### config.mk
export PLATFORM = sky130hd
export DESIGN_NAME = axis_pixel_packer
export DESIGN_NICKNAME = d
export VERILOG_FILES = /design/src/rtl/axis_pixel_packer.sv
export SDC_FILE = /design/constraint.sdc
export NUM_CORES = 1
export LEC_CHECK = 0
export ABC_AREA = 1
export BUFFER_PORTS_ARGS = -buffer_cell sky130_fd_sc_hd__buf_2
export CORE_ASPECT_RATIO = 1.5
export CORE_MARGIN = 8
export CORE_UTILIZATION = 40
export DETAILED_ROUTE_END_ITERATION = 10
export GPL_TIMING_DRIVEN = 0
export SYNTH_ARGS = -nofsm -noshare
export SYNTH_HDL_FRONTEND = slang
export SYNTH_SLANG_ARGS = --single-unit
### constraint.sdc
create_clock -name s_aclk -period 2.37 [get_ports s_aclk]
set_input_delay 0.474 -clock s_aclk [delete_from_list [all_inputs] [get_ports s_aclk]]
set_output_delay 0.474 -clock s_aclk [all_outputs]
set_load 0.02 [all_outputs]
### src/rtl/axis_pixel_packer.sv
// -----------------------------------------------------------------------------
// axis_pixel_packer
//
// Purpose:
//   Drain-side consumer for the 8-bit processed-pixel output FIFO. Accepts one
//   pixel per slave AXI-Stream handshake and packs four pixels into one 32-bit
//   master AXI-Stream beat (first pixel in bits [7:0]). The beat holding the
//   last pixel of a frame carries tlast and a tkeep mask covering only the
//   bytes actually used. frame_done pulses the cycle after that beat
//   handshakes.
//
// Parameters:
//   IMG_WIDTH   pixels per line
//   IMG_HEIGHT  lines per frame (IMG_WIDTH*IMG_HEIGHT must be >= 1)
//   CNT_WIDTH   pixel counter width, 2**CNT_WIDTH >= IMG_WIDTH*IMG_HEIGHT
//
// Ports:
//   s_aclk         in   sole clock, rising edge
//   s_areset       in   synchronous active-high reset
//   s_axis_tvalid  in   pixel valid from the FIFO
//   s_axis_tready  out  packer can accept a pixel (combinational)
//   s_axis_tdata   in   [7:0] pixel
//   m_axis_tvalid  out  packed beat valid
//   m_axis_tready  in   downstream accepts the beat
//   m_axis_tdata   out  [31:0] packed pixels
//   m_axis_tkeep   out  [3:0] byte-valid mask
//   m_axis_tlast   out  beat holds the last pixel of the frame
//   m_axis_tuser   out  first beat of a frame (only with AXIS_PACKER_SOF_EN)
//   frame_done     out  one-cycle pulse after the tlast beat handshakes
//   pix_count      out  [CNT_WIDTH-1:0] pixels accepted in the current frame
//
// Build option:
//   AXIS_PACKER_SOF_EN  when defined, adds m_axis_tuser (start-of-frame flag).
// -----------------------------------------------------------------------------
module axis_pixel_packer #(
  parameter int IMG_WIDTH  = 512,
  parameter int IMG_HEIGHT = 512,
  parameter int CNT_WIDTH  = 18
) (
  input  logic                 s_aclk,
  input  logic                 s_areset,
  input  logic                 s_axis_tvalid,
  output logic                 s_axis_tready,
  input  logic [7:0]           s_axis_tdata,
  output logic                 m_axis_tvalid,
  input  logic                 m_axis_tready,
  output logic [31:0]          m_axis_tdata,
  output logic [3:0]           m_axis_tkeep,
  output logic                 m_axis_tlast,
`ifdef AXIS_PACKER_SOF_EN
  output logic                 m_axis_tuser,
`endif
  output logic                 frame_done,
  output logic [CNT_WIDTH-1:0] pix_count
);

  localparam int                   FRAME_PIXELS = IMG_WIDTH * IMG_HEIGHT;
  localparam logic [CNT_WIDTH-1:0] LAST_PIX     = CNT_WIDTH'(FRAME_PIXELS - 1);
  localparam logic [CNT_WIDTH-1:0] CNT_ONE      = CNT_WIDTH'(1);

  // Byte-valid mask covering lanes 0..idx of the beat being closed.
  function automatic logic [3:0] keep_mask(input logic [1:0] idx);
    logic [3:0] mask;
    case (idx)
      2'd0:    mask = 4'b0001;
      2'd1:    mask = 4'b0011;
      2'd2:    mask = 4'b0111;
      2'd3:    mask = 4'b1111;
      default: mask = 4'b1111;
    endcase
    return mask;
  endfunction

  // Place a pixel into its byte lane; other lanes are zero.
  function automatic logic [31:0] lane_place(input logic [7:0] pix, input logic [1:0] idx);
    logic [31:0] word;
    case (idx)
      2'd0:    word = {24'h00_0000, pix};
      2'd1:    word = {16'h0000, pix, 8'h00};
      2'd2:    word = {8'h00, pix, 16'h0000};
      2'd3:    word = {pix, 24'h00_0000};
      default: word = 32'h0000_0000;
    endcase
    return word;
  endfunction

  // Input-side state
  logic [1:0]           byte_idx_r;
  logic [1:0]           byte_idx_nxt_s;
  logic [CNT_WIDTH-1:0] pix_count_r;
  logic [CNT_WIDTH-1:0] pix_count_nxt_s;
  logic [31:0]          acc_r;
  logic [31:0]          acc_nxt_s;

  // Output register
  logic                 tvalid_r;
  logic                 tvalid_nxt_s;
  logic [31:0]          tdata_r;
  logic [31:0]          tdata_nxt_s;
  logic [3:0]           tkeep_r;
  logic [3:0]           tkeep_nxt_s;
  logic                 tlast_r;
  logic                 tlast_nxt_s;
  logic                 frame_done_r;
  logic                 frame_done_nxt_s;

  // Handshake / control terms
  logic                 last_pix_s;
  logic                 completing_s;
  logic                 ready_s;
  logic                 in_hs_s;
  logic                 out_hs_s;
  logic                 load_s;
  logic [31:0]          merged_s;

`ifdef AXIS_PACKER_SOF_EN
  logic                 tuser_r;
  logic                 tuser_nxt_s;
  logic                 first_beat_s;
`endif

  // Handshake decode and the closing-byte back-pressure rule.
  always_comb begin
    last_pix_s   = (pix_count_r == LAST_PIX);
    completing_s = (byte_idx_r == 2'd3) || last_pix_s;
    // Bytes that do not close a beat go into the accumulator, which never
    // stalls; only the closing byte needs the output register free/draining.
    ready_s      = !completing_s || !tvalid_r || m_axis_tready;
    in_hs_s      = s_axis_tvalid && ready_s;
    out_hs_s     = tvalid_r && m_axis_tready;
    load_s       = in_hs_s && completing_s;
    // The accumulator is cleared per beat, so unused upper lanes stay zero.
    merged_s     = acc_r | lane_place(s_axis_tdata, byte_idx_r);
  end

`ifdef AXIS_PACKER_SOF_EN
  // Frames always start at lane 0, so pix_count equals byte_idx only while
  // filling the first beat of a frame (later beats have pix_count >= 4).
  always_comb begin
    first_beat_s = (pix_count_r == CNT_WIDTH'(byte_idx_r));
  end
`endif

  // Accumulator, byte index and pixel counter next-state.
  always_comb begin
    byte_idx_nxt_s  = byte_idx_r;
    pix_count_nxt_s = pix_count_r;
    acc_nxt_s       = acc_r;
    if (load_s) begin
      byte_idx_nxt_s = 2'd0;
      acc_nxt_s      = 32'h0000_0000;
      if (last_pix_s) begin
        pix_count_nxt_s = {CNT_WIDTH{1'b0}};
      end else begin
        pix_count_nxt_s = pix_count_r + CNT_ONE;
      end
    end else if (in_hs_s) begin
      byte_idx_nxt_s  = byte_idx_r + 2'd1;
      pix_count_nxt_s = pix_count_r + CNT_ONE;
      acc_nxt_s       = merged_s;
    end else begin
      byte_idx_nxt_s  = byte_idx_r;
      pix_count_nxt_s = pix_count_r;
      acc_nxt_s       = acc_r;
    end
  end

  // Output register next-state: reload on a closing byte, otherwise hold
  // until the beat is taken.
  always_comb begin
    tvalid_nxt_s     = tvalid_r;
    tdata_nxt_s      = tdata_r;
    tkeep_nxt_s      = tkeep_r;
    tlast_nxt_s      = tlast_r;
    frame_done_nxt_s = out_hs_s && tlast_r;
    if (load_s) begin
      // A load in the same cycle as a drain keeps tvalid high: back-to-back.
      tvalid_nxt_s = 1'b1;
      tdata_nxt_s  = merged_s;
      tkeep_nxt_s  = keep_mask(byte_idx_r);
      tlast_nxt_s  = last_pix_s;
    end else if (out_hs_s) begin
      tvalid_nxt_s = 1'b0;
    end else begin
      tvalid_nxt_s = tvalid_r;
    end
  end

`ifdef AXIS_PACKER_SOF_EN
  // Start-of-frame flag travels with the beat it describes.
  always_comb begin
    tuser_nxt_s = tuser_r;
    if (load_s) begin
      tuser_nxt_s = first_beat_s;
    end else begin
      tuser_nxt_s = tuser_r;
    end
  end
`endif

  // State registers with synchronous reset; reset discards any partial beat.
  always_ff @(posedge s_aclk) begin
    if (s_areset) begin
      byte_idx_r   <= 2'd0;
      pix_count_r  <= {CNT_WIDTH{1'b0}};
      acc_r        <= 32'h0000_0000;
      tvalid_r     <= 1'b0;
      tdata_r      <= 32'h0000_0000;
      tkeep_r      <= 4'h0;
      tlast_r      <= 1'b0;
      frame_done_r <= 1'b0;
    end else begin
      byte_idx_r   <= byte_idx_nxt_s;
      pix_count_r  <= pix_count_nxt_s;
      acc_r        <= acc_nxt_s;
      tvalid_r     <= tvalid_nxt_s;
      tdata_r      <= tdata_nxt_s;
      tkeep_r      <= tkeep_nxt_s;
      tlast_r      <= tlast_nxt_s;
      frame_done_r <= frame_done_nxt_s;
    end
  end

`ifdef AXIS_PACKER_SOF_EN
  // Start-of-frame flag register.
  always_ff @(posedge s_aclk) begin
    if (s_areset) begin
      tuser_r <= 1'b0;
    end else begin
      tuser_r <= tuser_nxt_s;
    end
  end

  assign m_axis_tuser = tuser_r;
`endif

  assign s_axis_tready = ready_s;
  assign m_axis_tvalid = tvalid_r;
  assign m_axis_tdata  = tdata_r;
  assign m_axis_tkeep  = tkeep_r;
  assign m_axis_tlast  = tlast_r;
  assign frame_done    = frame_done_r;
  assign pix_count     = pix_count_r;

endmodule
Word level (Yosys, flattened, before mapping):

Index checks and enable logic that the tools add are counted.

* register bits after elaboration: 91
* input bits: 12
* output and inout port bits: 58
* logic and storage cells: 35

* $add $sub $neg: 2
* equality and inequality tests: 4
* muxes and demuxes: 7
* bitwise logic cells: 1
* reduce and logical (&&, ||, !) cells: 13

Operator list (count)
* 32-bit case mux with 4 select lines: 1
* 18-bit 2-to-1 mux: 3
* 32-bit OR: 1
* 18-bit by 1-bit adder with 18-bit output, second input constant: 1
* 18-bit equality test, second input constant: 1
* 4-bit case mux with 4 select lines: 1
* 2-bit equality test, second input constant: 2
* 1-bit logical AND: 4
* 2-bit nonzero test: 2
* 1-bit logical OR: 3
* 2-bit by 1-bit adder with 2-bit output, second input constant: 1
* 2-bit by 1-bit equality test with 1-bit output, second input constant: 1
* 1-bit zero test: 2
* 2-bit zero test: 1
* 1-bit 2-to-1 mux: 2
* 2-bit OR reduction: 1

Longest topological paths before layout:

Gate-level depths: netlist of run 1.

* word-level depth: 8
* mapped depth: 11
* gate-level depth less buffers: 10

Least setup slack after synthesis of run 1:

No wires, ideal clock.

* path type: register -> register
* start point: register pix_count_r[0] (netlist: pix_count[0])
* end point: register tdata_r[15] (netlist: m_axis_tdata[15])
* library setup time: 139 ps
* arrival time: 1750 ps
* data required time: 2231 ps
* slack: 481 ps
* cell stages (with the launch flop): 11
* path buffers: 2
* clock period less this slack: 1889 ps
* cells stage by stage: dfxtp_1 -> ha_1 -> inv_2 -> nor2_4 -> nand3_2 -> o21bai_4 -> nand3_4 -> buf_6 -> buf_6 -> nand2_1 -> a21oi_2

* cells in the longest elaborated chain, start to end: 7

RTL lines
* start: declaration: line 90 `logic [CNT_WIDTH-1:0] pix_count_r;`
* start signal: assignment: line 205 `pix_count_r <= {CNT_WIDTH{1'b0}};`
* start signal: assignment: line 214 `pix_count_r <= pix_count_nxt_s;`
* 18-bit equality test (*): line 124 `last_pix_s = (pix_count_r == LAST_PIX);`
* 1-bit logical OR (*): line 125 `completing_s = (byte_idx_r == 2'd3) || last_pix_s;`
* 1-bit zero test: line 128 `ready_s = !completing_s || !tvalid_r || m_axis_tready;`
* 1-bit logical OR (2 in series): line 128
* 1-bit logical AND: line 129 `in_hs_s = s_axis_tvalid && ready_s;`
* 1-bit logical AND (*): line 131 `load_s = in_hs_s && completing_s;`
* end signal: assignment: line 217 `tdata_r <= tdata_nxt_s;`
* end: declaration: line 98 `logic [31:0] tdata_r;`

Mark *: on every way between the ends. The rest lies on a longest branch, timed or not.
A chain may end at the register's enable or synchronous reset.

Worst setup path in the final report of run 1:

* start point: register pix_count_r[0] (netlist: pix_count[0])
* end point: output s_axis_tready

* cells in the longest elaborated chain, start to end: 5

RTL lines
* 18-bit equality test: line 124
* 1-bit logical OR: line 125
* 1-bit zero test: line 128
* 1-bit logical OR (2 in series): line 128
* end: declaration: line 43 `output logic s_axis_tready,`

Every way passes these cells.

==> results.yml, run 1 <==
sta:
  fin_worst_skew_ps: 3.55
  drv_slew: 0
  worstMarginPinSlew_ps: 689
  finalCritPeriodShare_pct: 95.5
  hold_viol: 0
  fmax_mhz: 442
  rsz0062_at_grt: "no"
  fin_crit_ps: 2260
  hold_slack_ps: 389
  relSlewSlack_pct: 54.1
  setup_viol: 0
  setup_tns_ps: 0
  fin_ws_ps: 107
route:
  drtPass1Iterations: 4
  routed_wl_um: 11300
  wl_per_cell_um: 15.3
  drcViolationCount: 0
  drtIter0Drc: 143
  drt-vias-per-instance: 5.14
  vias: 3786
  postRouteAntennaNets: 0
setup_path:
  r2r_cells: 8
  cp-end-kind: "output port"
  cp_data_arrival_time_ps: 1790
  slowest_stage: "dfxtp_1"
  cp_cell_sequence: "ha_4 -> inv_2 -> nor2_4 -> nand3_2 -> o21bai_4 -> nand2_4 -> buf_2"
  slowest_delay_ps: 430
  path_class: "flop to output port"
  start_kind: "flop"
  cp-startpoint: "pix_count[0]$_SDFFE_PP0P_"
  rrSetupSlack_ps: 370
  critPathCapture: "s_axis_tready"
  critPathBufInv: 2
  r2r-start: "byte_idx_r[0]$_SDFFE_PP0P_"
  path_delay_family: "flip-flops"
  r2r_end: "m_axis_tdata[17]$_SDFFE_PP0P_"
  cp_max_fo: 6
  critical_path_required_ps: 1900
  cp_num_cells: 7
clock_tree:
  clock-sinks: 91
  htreeDepth: 3
  post_cts_buffers: 0
  cts_tree: "built"
  cts_buffers: 9
  clkSlewWorstSetupHoldPaths_ps: 60
  hold_buffers: 0
  cts_buffer_depth: 2
  clock_latency_ps: 330
  cts-root-buf: "clkbuf_16"
synthesis:
  synth_edf_count: 0
  syn_nets: 554
  synthTopCellsByArea: "dfxtp_1, nand2_1, a21oi_1"
  post-synth-top-area-cell: "dfxtp_1"
  synth_cell_types: 32
  avgSynthCellArea_um2: 7.71
  synthFlopType: "dfxtp_1"
  yosysSeqAreaShare_pct: 44.0
  synth_top_area_share_pct: 44.0
  synth_area_mm2: 0.00414
  ys_ff_latch: 91
  synthCells: 537
  synthArstFlopShare_pct: 0
  yosysWarnings: 0
final_layout:
  finish.utilization_pct: 48.3
  drive_gt1_share_pct: 26.2
  multi_input_area_mm2: 0.00189
  fillCellCount: 1030
  final_cell_count_no_fill: 736
  syn2layout_area_growth_pct: 18.1
  nets: 633
  seqCellArea_mm2: 0.00182
  final_common_cell: "nand2_1"
  final_cell_mix: "nand2_1, dfxtp_1, buf_2"
  fin_area_mm2: 0.00489
  n_antenna_cell: 0
global_routing:
  grt_pass1_wl_um: 18100
  grt_pass1_vias: 3670
  grt-ovfl-total: 0
  grtUsageTotal_pct: 16.3
  grt_max_degree: 14
  antenna_found_initial: 0
run_status:
  status: "complete, no violations"
min_path:
  holdPathStages: 3
  min_path_type: "primary input to flop"
power:
  peakVddDrop_mv: 0.346
  leakagePower_nw: 1.97
  power_density_mw_per_mm2: 621
  finalPower_mw: 3.04
placed_design:
  dpl_cell_area_mm2: 0.00463
  io_buffers: 68
  place_inst: 722
  dp_slack_ps: 327
  gp_congestion: 0.896
  hpwl_um: 8800
floorplanning:
  initial_utilization_pct: 40.9
  fp.dieH_um: 141
  rows: 45
  coreArea_mm2: 0.0101
  dieArea_mm2: 0.0139
  ios: 70
  fp.dieW_um: 99.1
flow_run:
  maxCapViolations: 0
repair_timing:
action                     CTS  global route
gates cloned                 0             0
gates resized for setup      1             1
setup endpoints to repair    1             1
cells in the mapped netlist (6+ instances only):
cell type / n
nand2_1: 106
dfxtp_1: 91
inv_1: 66
a21oi_1: 58
nand3_1: 36
nor2_1: 34
o21ai_0: 28
a21oi_2: 24
nand2_2: 19
buf_2: 8
nand4_1: 8
buf_6: 7
xor2_1: 7
clkbuf_1: 6
o21ai_2: 6
layer usage:
metal / GRT usage [%] / part of all wire (%) / up-vias
li1: - / - / 1887
met1: 17.3 / 40 / 1746
met2: 29.1 / 51 / 122
met3: 3.65 / 5.0 / 31
met4: 8.57 / 3.8 / 0
met5: 0 / 0 / -
how the worst min path moves through the flow:
stage / slack [ps] / startpoint / endpoint
floorplan: 430 / acc_r[16]$_SDFFE_PP0P_ / acc_r[16]$_SDFFE_PP0P_
global placement: 430 / acc_r[17]$_SDFFE_PP0P_ / acc_r[17]$_SDFFE_PP0P_
detailed placement: 440 / acc_r[16]$_SDFFE_PP0P_ / acc_r[16]$_SDFFE_PP0P_
CTS: 380 / m_axis_tready / frame_done$_SDFF_PP0_
global route: 400 / m_axis_tready / frame_done$_SDFF_PP0_
finish: 390 / m_axis_tready / frame_done$_SDFF_PP0_
worst min-delay path, cell delays in order:
cell and delay (ps):
buf_2 100, nand3_1 70, nor2_1 30
flip-flops by register name (all words and copies together), names as in the netlist:
name           flops
acc_r             32
m_axis_tdata      32
pix_count         18
m_axis_tkeep       4
byte_idx_r         2
frame_done         1
m_axis_tlast       1
m_axis_tvalid      1
power breakdown:
group          leakage, nW  internal, mW  switching (mW)
Sequential           0.736          1.55          0.0124
Combinational         1.12        0.0597           0.155
Clock                0.115         0.700           0.559
Total                 1.97          2.31           0.726
cell type report:
class                      instances  area share (%)
timing repair buffer              68            6.95
multi-input combinational        352            38.6
sequential                        91            37.2
buffer                            24            3.58
tap                              117            2.99
clock buffer                      12            4.83
clock inverter                     2           0.307
inverter                          70            5.47
cell families (layout without fill, tap and decap cells):
| group | Yosys count | after routing | share of synthesized area [%] |
|---|---|---|---|
| buffers and inverters | 94 | 176 | 10.7 |
| xor gates and xnor gates | 7 | 7 | 1.48 |
| adders and majority gates | 5 | 5 | 1.51 |
| and+or+nand+nor | 216 | 216 | 23.9 |
| DFF | 91 | 91 | 44.0 |
| AOI/OAI and AO/OA | 124 | 124 | 18.5 |
No activity file was read; power rests on OpenSTA's default activity.
==> run 2, diff against run 1 <==
--- a/config.mk
+++ b/config.mk
@@ -12,6 +12,7 @@
 export CORE_UTILIZATION = 40
 export DETAILED_ROUTE_END_ITERATION = 10
 export GPL_TIMING_DRIVEN = 0
+export RECOVER_POWER = 100
 export SYNTH_ARGS = -nofsm -noshare
 export SYNTH_HDL_FRONTEND = slang
 export SYNTH_SLANG_ARGS = --single-unit
==> run 2 against run 1 <==
- count of clock-buffer cells in the layout stayed put
- setup slack gained 22 ps
- via count down 1.6%
- critical path type unchanged
- largest power group unchanged
==> results.yml, run 2 (synthesis gave the netlist of run 1 again) <==
run_status:
  status: "complete, no violations"
clock_tree:
  cts-root-buf: "clkbuf_16"
  clock-sinks: 91
  post_cts_buffers: 0
  hold_buffers: 0
  clkSlewWorstSetupHoldPaths_ps: 60
  cts_tree: "built"
  cts_buffers: 9
  htreeDepth: 3
  cts_buffer_depth: 2
  clock_latency_ps: 330
sta:
  setup_viol: 0
  fmax_mhz: 446
  finalCritPeriodShare_pct: 94.5
  worstMarginPinSlew_ps: 664
  hold_viol: 0
  fin_crit_ps: 2240
  drv_slew: 0
  fin_worst_skew_ps: 4.55
  rsz0062_at_grt: "no"
  setup_tns_ps: 0
  relSlewSlack_pct: 55.7
route:
  wl_per_cell_um: 15.3
  postRouteAntennaNets: 0
  drcViolationCount: 0
  drtPass1Iterations: 4
  routed_wl_um: 11300
  drtIter0Drc: 151
  vias: 3726
  drt-vias-per-instance: 5.06
min_path:
  min_path_type: "primary input to flop"
  holdPathStages: 3
  hp-start: "m_axis_tready"
floorplanning:
  rows: 45
  initial_utilization_pct: 40.9
  ios: 70
  coreArea_mm2: 0.0101
  dieArea_mm2: 0.0139
  fp.dieH_um: 141
  fp.dieW_um: 99.1
placed_design:
  gp_congestion: 0.896
  io_buffers: 68
  hpwl_um: 8800
setup_path:
  cp_data_arrival_time_ps: 1770
  cp-end-kind: "output port"
  critical_path_required_ps: 1900
  cp_max_fo: 6
  slowest_stage: "dfxtp_1"
  path_delay_family: "flip-flops"
  path_class: "flop to output port"
  slowest_delay_ps: 430
  r2r-start: "pix_count[0]$_SDFFE_PP0P_"
  cp_cell_sequence: "ha_4 -> inv_2 -> nor2_4 -> nand3_1 -> o21bai_4 -> nand2_4 -> buf_2"
  r2r_cells: 10
  cp_num_cells: 7
  cp-startpoint: "pix_count[0]$_SDFFE_PP0P_"
  critPathBufInv: 2
  start_kind: "flop"
global_routing:
  antenna_found_initial: 0
  grt-ovfl-total: 0
  grt_pass1_vias: 3670
  grtUsageTotal_pct: 16.3
  grt_max_degree: 14
  grt_pass1_wl_um: 18100
power:
  power_density_mw_per_mm2: 636
  peakVddDrop_mv: 0.347
  leakagePower_nw: 1.71
final_layout:
  n_antenna_cell: 0
  final_cell_mix: "nand2_1, dfxtp_1, clkbuf_1"
  final_common_cell: "nand2_1"
  syn2layout_area_growth_pct: 14.9
  drive_gt1_share_pct: 15.2
  nets: 633
  finish.utilization_pct: 47.0
flow_run:
  maxCapViolations: 0
==> run 2: cell count changes in the layout (fill, tap and decap cells not counted), moves of 3 or more <==
cell,previous run,this run
clkbuf_1,9,68
clkbuf_2,0,9
buf_2,76,12
nand2_1,106,111
buf_6,7,4
nand2_2,19,15
==> run 2: stage by stage <==
stage	cells	instance area [um2]	hold WS [ps]	total power [mW]	setup slack (ps)
6_report	736	4760	397	3.03	130
3_5_place_dp	722	4630	438	1.81	327
2_1_floorplan	537	4140	427	1.74	481
4_1_cts	736	4880	381	3.07	44.4
3_3_place_gp	722	4630	435	1.81	367
5_1_grt	736	4760	395	3.15	19.8
==> run 2: worst paths after layout <==
check,endpoint,slack (ps)
hold reg to reg,acc_r[26]$_SDFFE_PP0P_,450
setup reg to reg,m_axis_tdata[17]$_SDFFE_PP0P_,190
hold / removal,frame_done$_SDFF_PP0_,400
setup / recovery,s_axis_tready,130
==> run 2: metal layers <==
| metal | wire [um] | vias up | global-route usage [%] |
|---|---|---|---|
| li1 | - | 1884 | - |
| met1 | 4580 | 1724 | 17.3 |
| met2 | 5770 | 89 | 29.1 |
| met3 | 536 | 29 | 3.65 |
| met4 | 405 | 0 | 8.57 |
| met5 | 0 | - | 0 |
==> run 2: repair_timing <==
item	CTS	global route
cloned	0	0
resized for setup	1	1
endpoints found under the setup margin	1	1
==> run 2: worst min-delay path, stage by stage <==
cell and delay, ps:
buf_2 100, nand3_1 70, nor2_1 40
==> run 2: layout make-up <==
cell class | count | area, um2
well taps | 117 | 146
multi-input cells | 352 | 1850
inverters | 70 | 268
flip-flops and latches | 91 | 1820
plain buffers | 24 | 155
repair buffers | 68 | 269
clock buffers | 12 | 236
clock inverters | 2 | 15.0
fillers | 1066 | 5380
==> run 2: power by group <==
group	internal, mW	switching, mW	total [mW]
logic	0.0546	0.153	0.207
clock network	0.700	0.552	1.25
registers	1.55	0.0126	1.57
